<file path="src/rtl/mdio_master.sv">
// MDIO (clause-22) management master: optional 32-bit preamble, then a 32-bit frame.
// Reads hand the line to the PHY for TA and DATA.
// state | meaning
// IDLE  | waiting for a command, cmd_ready high
// PRE   | shifting out 32 preamble ones
// FRAME | shifting ST/OP/PHYAD/REGAD/TA/DATA, sampling read data
// DONE  | one-cycle completion, rsp_valid high
module mdio_master #(
  parameter int CLK_DIV     = 4,
  parameter bit PREAMBLE_EN = 1'b1
) (
  input  logic        clk,
  input  logic        reset,
  input  logic        cmd_valid,
  output logic        cmd_ready,
  input  logic        cmd_read,
  input  logic [4:0]  cmd_phy,
  input  logic [4:0]  cmd_reg,
  input  logic [15:0] cmd_wdata,
  output logic        rsp_valid,
  output logic [15:0] rsp_rdata,
  output logic        rsp_err,
  output logic        mdc,
  output logic        mdio_out,
  output logic        mdio_oe,
  input  logic        mdio_in
);
  localparam logic [1:0] S_IDLE  = 2'd0;
  localparam logic [1:0] S_PRE   = 2'd1;
  localparam logic [1:0] S_FRAME = 2'd2;
  localparam logic [1:0] S_DONE  = 2'd3;

  localparam logic [8:0] DIV_LOAD = 9'(2 * CLK_DIV - 1);
  localparam logic [8:0] DIV_HALF = 9'(CLK_DIV);
  localparam logic [5:0] BIT_LAST = 6'd63;
  localparam logic [5:0] BIT_FRAME0 = 6'd32;
  localparam logic [4:0] FI_TA0  = 5'd14;
  localparam logic [4:0] FI_TA1  = 5'd15;
  localparam logic [4:0] FI_DATA = 5'd16;

  logic [1:0]  state;
  logic [8:0]  div_cnt;
  logic [5:0]  bit_cnt;
  logic [5:0]  next_bit;
  logic [31:0] frame_sr;
  logic [31:0] frame_word;
  logic        is_read;
  logic        ta_err;
  logic [15:0] rdata_sr;

  assign cmd_ready = (state == S_IDLE);
  assign next_bit  = bit_cnt + 6'd1;
  assign frame_word = {2'b01, (cmd_read ? 2'b10 : 2'b01), cmd_phy, cmd_reg,
                       (cmd_read ? 2'b11 : 2'b10), (cmd_read ? 16'h0000 : cmd_wdata)};

  // bit_cnt runs 0..31 in PRE and 32..63 in FRAME, so bit_cnt[4:0] is the frame index
  always_ff @(posedge clk or posedge reset) begin
    if (reset) begin
      state     <= S_IDLE;
      div_cnt   <= '0;
      bit_cnt   <= '0;
      frame_sr  <= '0;
      is_read   <= 1'b0;
      ta_err    <= 1'b0;
      rdata_sr  <= '0;
      mdc       <= 1'b0;
      mdio_out  <= 1'b1;
      mdio_oe   <= 1'b0;
      rsp_valid <= 1'b0;
      rsp_rdata <= '0;
      rsp_err   <= 1'b0;
    end else begin
      rsp_valid <= 1'b0;
      case (state)
        S_IDLE: begin
          if (cmd_valid) begin
            is_read  <= cmd_read;
            ta_err   <= 1'b0;
            rdata_sr <= '0;
            div_cnt  <= DIV_LOAD;
            mdc      <= 1'b0;
            mdio_oe  <= 1'b1;
            if (PREAMBLE_EN) begin
              state    <= S_PRE;
              bit_cnt  <= '0;
              frame_sr <= frame_word;
              mdio_out <= 1'b1;
            end else begin
              state    <= S_FRAME;
              bit_cnt  <= BIT_FRAME0;
              frame_sr <= {frame_word[30:0], 1'b0};
              mdio_out <= frame_word[31];
            end
          end
        end
        S_PRE, S_FRAME: begin
          if (div_cnt == '0) begin
            mdc <= 1'b0;
            if (bit_cnt == BIT_LAST) begin
              state     <= S_DONE;
              mdio_oe   <= 1'b0;
              mdio_out  <= 1'b1;
              rsp_valid <= 1'b1;
              rsp_rdata <= is_read ? rdata_sr : 16'h0000;
              rsp_err   <= is_read & ta_err;
            end else begin
              state   <= next_bit[5] ? S_FRAME : S_PRE;
              bit_cnt <= next_bit;
              div_cnt <= DIV_LOAD;
              if (next_bit[5]) begin
                mdio_out <= frame_sr[31];
                frame_sr <= {frame_sr[30:0], 1'b0};
                mdio_oe  <= !(is_read && (next_bit[4:0] >= FI_TA0));
              end
            end
          end else begin
            div_cnt <= div_cnt - 9'd1;
            if (div_cnt == DIV_HALF) begin
              mdc <= 1'b1;
              if (state == S_FRAME && is_read) begin
                if (bit_cnt[4:0] == FI_TA1) ta_err <= mdio_in;
                if (bit_cnt[4:0] >= FI_DATA) rdata_sr <= {rdata_sr[14:0], mdio_in};
              end
            end
          end
        end
        default: begin
          state <= S_IDLE;
        end
      endcase
    end
  end
endmodule

</file>
<file path="config.mk">
export PLATFORM = sky130hd
export DESIGN_NAME = mdio_master
export DESIGN_NICKNAME = d
export VERILOG_FILES = /design/src/rtl/mdio_master.sv
export SDC_FILE = /design/constraint.sdc
export NUM_CORES = 1
export LEC_CHECK = 0
export ABC_AREA = 0
export BUFFER_PORTS_ARGS = -buffer_cell sky130_fd_sc_hd__buf_2
export CAP_MARGIN = 20
export CORE_MARGIN = 2
export CORE_UTILIZATION = 45
export CTS_BUF_LIST = sky130_fd_sc_hd__clkbuf_8
export CTS_CLUSTER_DIAMETER = 30
export CTS_CLUSTER_SIZE = 30
export DETAILED_ROUTE_END_ITERATION = 12
export PLACE_DENSITY_LB_ADDON = 0.12
export SLEW_MARGIN = 30
export SYNTH_ARGS = -nofsm -noshare
export SYNTH_HDL_FRONTEND = slang
export SYNTH_SLANG_ARGS = --single-unit
</file>
<file path="constraint.sdc">
create_clock -name clk -period 2.5 [get_ports clk]
set_clock_uncertainty 0.1 [all_clocks]
set_input_delay 0.25 -clock clk [delete_from_list [all_inputs] [get_ports clk]]
set_output_delay 0.25 -clock clk [all_outputs]
set_load 0.03 [all_outputs]
</file>
==> After elaboration in Yosys (flattened, before gate mapping) <==
Index checks and enable logic that the tools add are counted.
{ "classes": {"add_sub_neg": 2, "n_lt_le_gt_ge": 2, "eq_ne": 17, "n_mux": 49, "n_bitwise": 1, "n_reduce_logical": 17} }
{ "ops": {"columns": ["cell", "count"], "rows": [
  ["2-to-1 mux 32 bit", 4],
  ["2-to-1 mux 16 bit", 7],
  ["case mux 32 bit (2 select lines)", 1],
  ["case mux 16 bit (2 select lines)", 1],
  ["2-to-1 mux 9 bit", 3],
  ["2-to-1 mux 1 bit", 18],
  ["2-to-1 mux 6 bit", 3],
  ["inequality test 2 bit, second input constant", 9],
  ["case mux 9 bit (2 select lines)", 1],
  ["case mux 6 bit (2 select lines)", 1],
  ["AND reduction 6 bit", 2],
  ["2-to-1 mux 2 bit", 5],
  ["== test 9 x 3 -> 1 bit, second input constant", 1],
  ["logical NOT 9 bit", 1],
  ["inequality test 3 bit, second input constant", 3],
  ["AND reduction 3 bit", 3],
  ["subtractor 9 x 1 -> 9 bit, second input constant", 1],
  ["case mux 1 bit (2 select lines)", 4],
  ["AND reduction 4 bit", 2],
  ["adder 6 x 1 -> 6 bit, second input constant", 1],
  ["== test 6 bit, second input constant", 1],
  ["== test 5 x 4 -> 1 bit, second input constant", 1],
  [">= comparator 5 x 4 -> 1 bit, second input constant", 1],
  [">= comparator 5 bit, second input constant", 1],
  ["11 further kinds", 13]
]} }
{ "totals": {"reg_bits": 88, "wordCells": 101} }

==> Longest topological paths before layout <==
{ "depth": {"depth_word": 8, "mapped_depth": 10} }

==> Least setup slack after synthesis <==
OpenSTA, ideal clock, no wires.
{ "synth_path": {"path_type": "register -> register", "start": "register state[0]", "end": "register frame_sr[16]", "setup_ps": 123, "arrival_ps": 2203, "slack_ps": 75, "path_stages_with_launch": 10, "n_path_buf": 2, "synth_period_minus_slack_ps": 2425, "path_cell_list": "dfrtp_1 inv_1 ha_1 nor2b_1 nor2_1 o2111ai_1 or2_2 clkbuf_1 clkbuf_1 o221a_2"} }
{ "synth_lines": {"columns": ["item", "line", "rtl"], "rows": [
  ["from (decl)", "41", "logic [1:0] state;"],
  ["from (signal assigned)", "107", "state <= next_bit[5] ? S_FRAME : S_PRE;"],
  ["logical NOT 2 bit (*)", null, null],
  ["net cmd_ready", "15", "output logic cmd_ready,"],
  ["inequality test 2 bit (no line) or nonzero test 2 bit (tied branches)", null, null],
  ["AND reduction 5 bit (no line)", null, null],
  ["to (signal assigned)", "86", "frame_sr <= frame_word;"],
  ["to (signal assigned)", "91", "frame_sr <= {frame_word[30:0], 1'b0};"],
  ["to (signal assigned)", "112", "frame_sr <= {frame_sr[30:0], 1'b0};"],
  ["to (decl)", "45", "logic [31:0] frame_sr;"]
]} }
The timed path passes the listed nets; every way through them passes the cells marked *.
A chain may end at the register's enable or synchronous reset.

==> Worst setup path in the final report <==
{ "layout_path": {"start": "register div_cnt[1]", "end": "register frame_sr[8]"} }
{ "layout_between": {"elab_chain_cells": 3} }
{ "layout_lines": {"columns": ["item", "line", "rtl"], "rows": [
  ["from (decl)", "42", "logic [8:0] div_cnt;"],
  ["from (signal assigned)", "117", "div_cnt <= div_cnt - 9'd1;"],
  ["logical NOT 9 bit", "97", "if (div_cnt == '0) begin"],
  ["inequality test 2 bit (no line)", null, null],
  ["AND reduction 5 bit (no line)", null, null]
]} }
No other way between the ends.

==> metrics.yaml <==
timing:
  min_period_over_period: 0.974
  period_needed_ns: 2.43
  rsz0062_at_grt: "yes"
  slew_violations: 0
  hold_violations: 0
  setup_viol: 0
  slew_headroom: 0.556
  worstMarginPinSlew_ns: 0.665
  fmax_ghz: 0.411
  setup_ws_ns: 0.0653
  holdWs_ns: 0.0220
critical_path:
  critPathKind: "flop to flop"
  worstPathArrival_ns: 2.56
  start_kind: "flop"
  regToRegSetupSlack_ns: 0.07
  crit_cells: 8
  max_stage_delay_ns: 0.47
  worst_ep_required_time_ns: 2.63
  slowest_stage: "or4b_4"
  path_buf_inv: 3
  cp-end-kind: "flop"
  crit_chain: "inv_2, ha_2, or4b_4, a211o_4, o31ai_4, buf_4, buf_12, mux2_2"
  reg2regPathDepth: 8
  cp_max_fo: 10
  path_delay_family: "compound AO/OA/AOI/OAI gates"
grt:
  grt_pass1_vias: 3109
  use_met3: 0.0306
  busiest_layer: "met2"
  grt_usage: 0.184
  grt-ovfl-total: 0
  antenna_found_initial: 0
  grt_start_max_net_pins: 40
  use_met1: 0.257
  grt_pass1_wl_um: 14900
  use_met2: 0.293
die:
  die_area_mm2: 0.0100
  row_count: 35
  initial_utilization: 0.458
  core_mm2: 0.00911
  ioPinCount: 53
  fp.dieW_um: 100
  die_y_um: 100
cells_and_area:
  stdcell_area_mm2: 0.00498
  fillers: 814
  final_core_util: 0.547
  diodes: 0
  area_growth_pct: 19.6
  fin_nets: 496
  final_cells: 572
  drive_gt1_frac: 0.336
pwr:
  p_sw_frac: 0.341
  power_frac_comb: 0.386
  switchingPower_mw: 1.59
  power.internal_mw: 3.07
  ir_drop_mv: 0.441
  clkPwrFrac: 0.210
  power_density_mw_per_mm2: 936
  pwr-share-seq: 0.404
  p_leak_nw: 2.34
placement:
  dp_hpwl_um: 5900
  placed_cells: 550
  place_area_mm2: 0.00470
  gp_congestion: 0.765
  io_buffer_count: 52
  pre_cts_ws_ns: 0.000173
detailed_routing:
  drc: 0
  detail_route.wl_per_cell_um: 14.8
  ant_nets: 0
  vias: 3115
  drt_wl_total_um: 8440
  first_iter_violations: 97
  first_pass_iters: 4
  viasPerCell: 5.45
yosys:
  synth-edff-count: 0
  postSynthCellCount: 383
  synth_fp_nets: 423
  ys_async_sr_fraction: 1.00
  ys_seq_elements: 88
  synth_area_leader_cell: "dfrtp_1"
  synth_cell_types: 52
  synth-seq-area-share: 0.529
  ys.flop_type: "dfrtp_1"
  synthTopCellsByArea: "dfrtp_1, a22o_1, mux2_2"
  avgSynthCellArea_um2: 10.9
  synth_top_cell_area_share: 0.522
  yosysWarnings: 0
  yosysMostFrequentCell: "dfrtp_1"
  syn_area_mm2: 0.00417
  synth_commonest_cells: "dfrtp_1, nand2_1, a22o_1, o21ai_0, clkbuf_1"
worst_hold_path:
  hold_path_depth: 2
  hp-class: "input pin to flop"
clocking:
  cts_buffer_depth: 2
  path_clk_slew_ns: 0.10
  cts_tree: "done"
  cts_buffers: 9
  cts-root-buf: "clkbuf_8"
  clock-sinks: 88
  insertion_delay_ns: 0.35
  htreeDepth: 3
job:
  cap_viol_max_count: 0
status:
  outcome: "complete, no violations"
area by class of cell:
type	count	area, µm²	area share
clock inverter	7	70.1	0.0141
inverter	12	48.8	0.00979
sequential	88	2200	0.442
clock buffer	9	124	0.0249
tap	111	139	0.0279
multi-input combinational	261	1850	0.371
timing repair buffer	84	548	0.110
power groups by stage:
stage / Combinational [mW] / Sequential, mW / Clock, mW
6_report: 1.80 / 1.88 / 0.981
2_1_floorplan: 1.19 / 1.89 / 0
3_3_place_gp: 1.67 / 1.90 / 0
4_1_cts: 1.80 / 1.88 / 1.01
5_1_grt: 2.00 / 1.92 / 1.07
3_5_place_dp: 1.70 / 1.90 / 0
path summary, 6_finish.rpt:
path / start / to
worst min-delay path: cmd_wdata[0] / frame_sr[0]
max in group asynchronous: reset / mdio_out
min in group asynchronous: reset / frame_sr[18]
worst min register to register: rsp_rdata[5] / rsp_rdata[5]
worst max register to register: div_cnt[1] / frame_sr[8]
worst max-delay path: div_cnt[1] / frame_sr[8]
worst register-to-register path: cells and delay by family, from the launching register on:
| family | cells | cell delay, ns |
|---|---|---|
| muxes | 1 | 0.33 |
| and+or+nand+nor | 1 | 0.47 |
| DFF | 1 | 0.41 |
| AOI/OAI and AO/OA | 2 | 0.50 |
| adders and majority gates | 1 | 0.17 |
| buffers and inverters | 3 | 0.34 |
what timing repair did:
action	CTS	global route
hold endpoints to repair	27	0
hold buffers	1	0
setup endpoints to repair	8	29
gates cloned	1	0
pin swaps	1	1
gates resized for setup	2	6
setup buffers	2	2
cells in the final DEF (no fill, tap or decap), types with 2 or more instances in the layout:
| cell type | count |
|---|---|
| dfrtp_1 | 87 |
| buf_2 | 52 |
| nand2_1 | 49 |
| a22o_1 | 41 |
| o21ai_0 | 28 |
| buf_4 | 28 |
| mux2_2 | 17 |
| or2_2 | 14 |
| nor2_1 | 14 |
| o221a_2 | 12 |
| inv_1 | 9 |
| clkbuf_8 | 9 |
| a21oi_1 | 8 |
| ha_1 | 8 |
| nand3_1 | 6 |
| xnor2_1 | 6 |
| and2_1 | 5 |
| and3_1 | 4 |
| o22a_1 | 3 |
| a211oi_1 | 3 |
| clkinv_2 | 3 |
| nor2b_1 | 2 |
| nand4_1 | 2 |
| nor2_2 | 2 |
| nand2b_1 | 2 |
| nand3b_1 | 2 |
| nor3_1 | 2 |
| or3_1 | 2 |
| o2111ai_1 | 2 |
| xor2_1 | 2 |
| inv_2 | 2 |
| clkinvlp_4 | 2 |
| buf_12 | 2 |
metal layers:
metal | vias to the layer above | routed length [µm]
met4 | 0 | 99
met1 | 1519 | 4250
li1 | 1547 | -
met3 | 9 | 195
met2 | 40 | 3890
met5 | - | 0
state kept, by name (all words and copies together), names as in the netlist:
register / count
bit_cnt: 6
div_cnt: 9
frame_sr: 32
is_read: 1
mdc: 1
mdio_oe: 1
mdio_out: 1
rdata_sr: 16
rsp_err: 1
rsp_rdata: 16
rsp_valid: 1
state: 2
ta_err: 1
per-stage QoR:
stage	TNS [ns]	power, mW
finish	0	4.67
floorplan	0	3.07
detailed placement	0	3.61
CTS	0	4.70
global placement	0	3.57
global route	-0.0693	5.00
cells by family after synthesis:
logic type / after synthesis / synth area share
compound gates: 116 / 0.217
xor+xnor: 8 / 0.0168
fa+ha+maj: 9 / 0.0270
buf+inv: 34 / 0.0345
flops: 88 / 0.529
mux: 18 / 0.0483
simple gates: 110 / 0.128
Power figures use the tool's default switching activity.
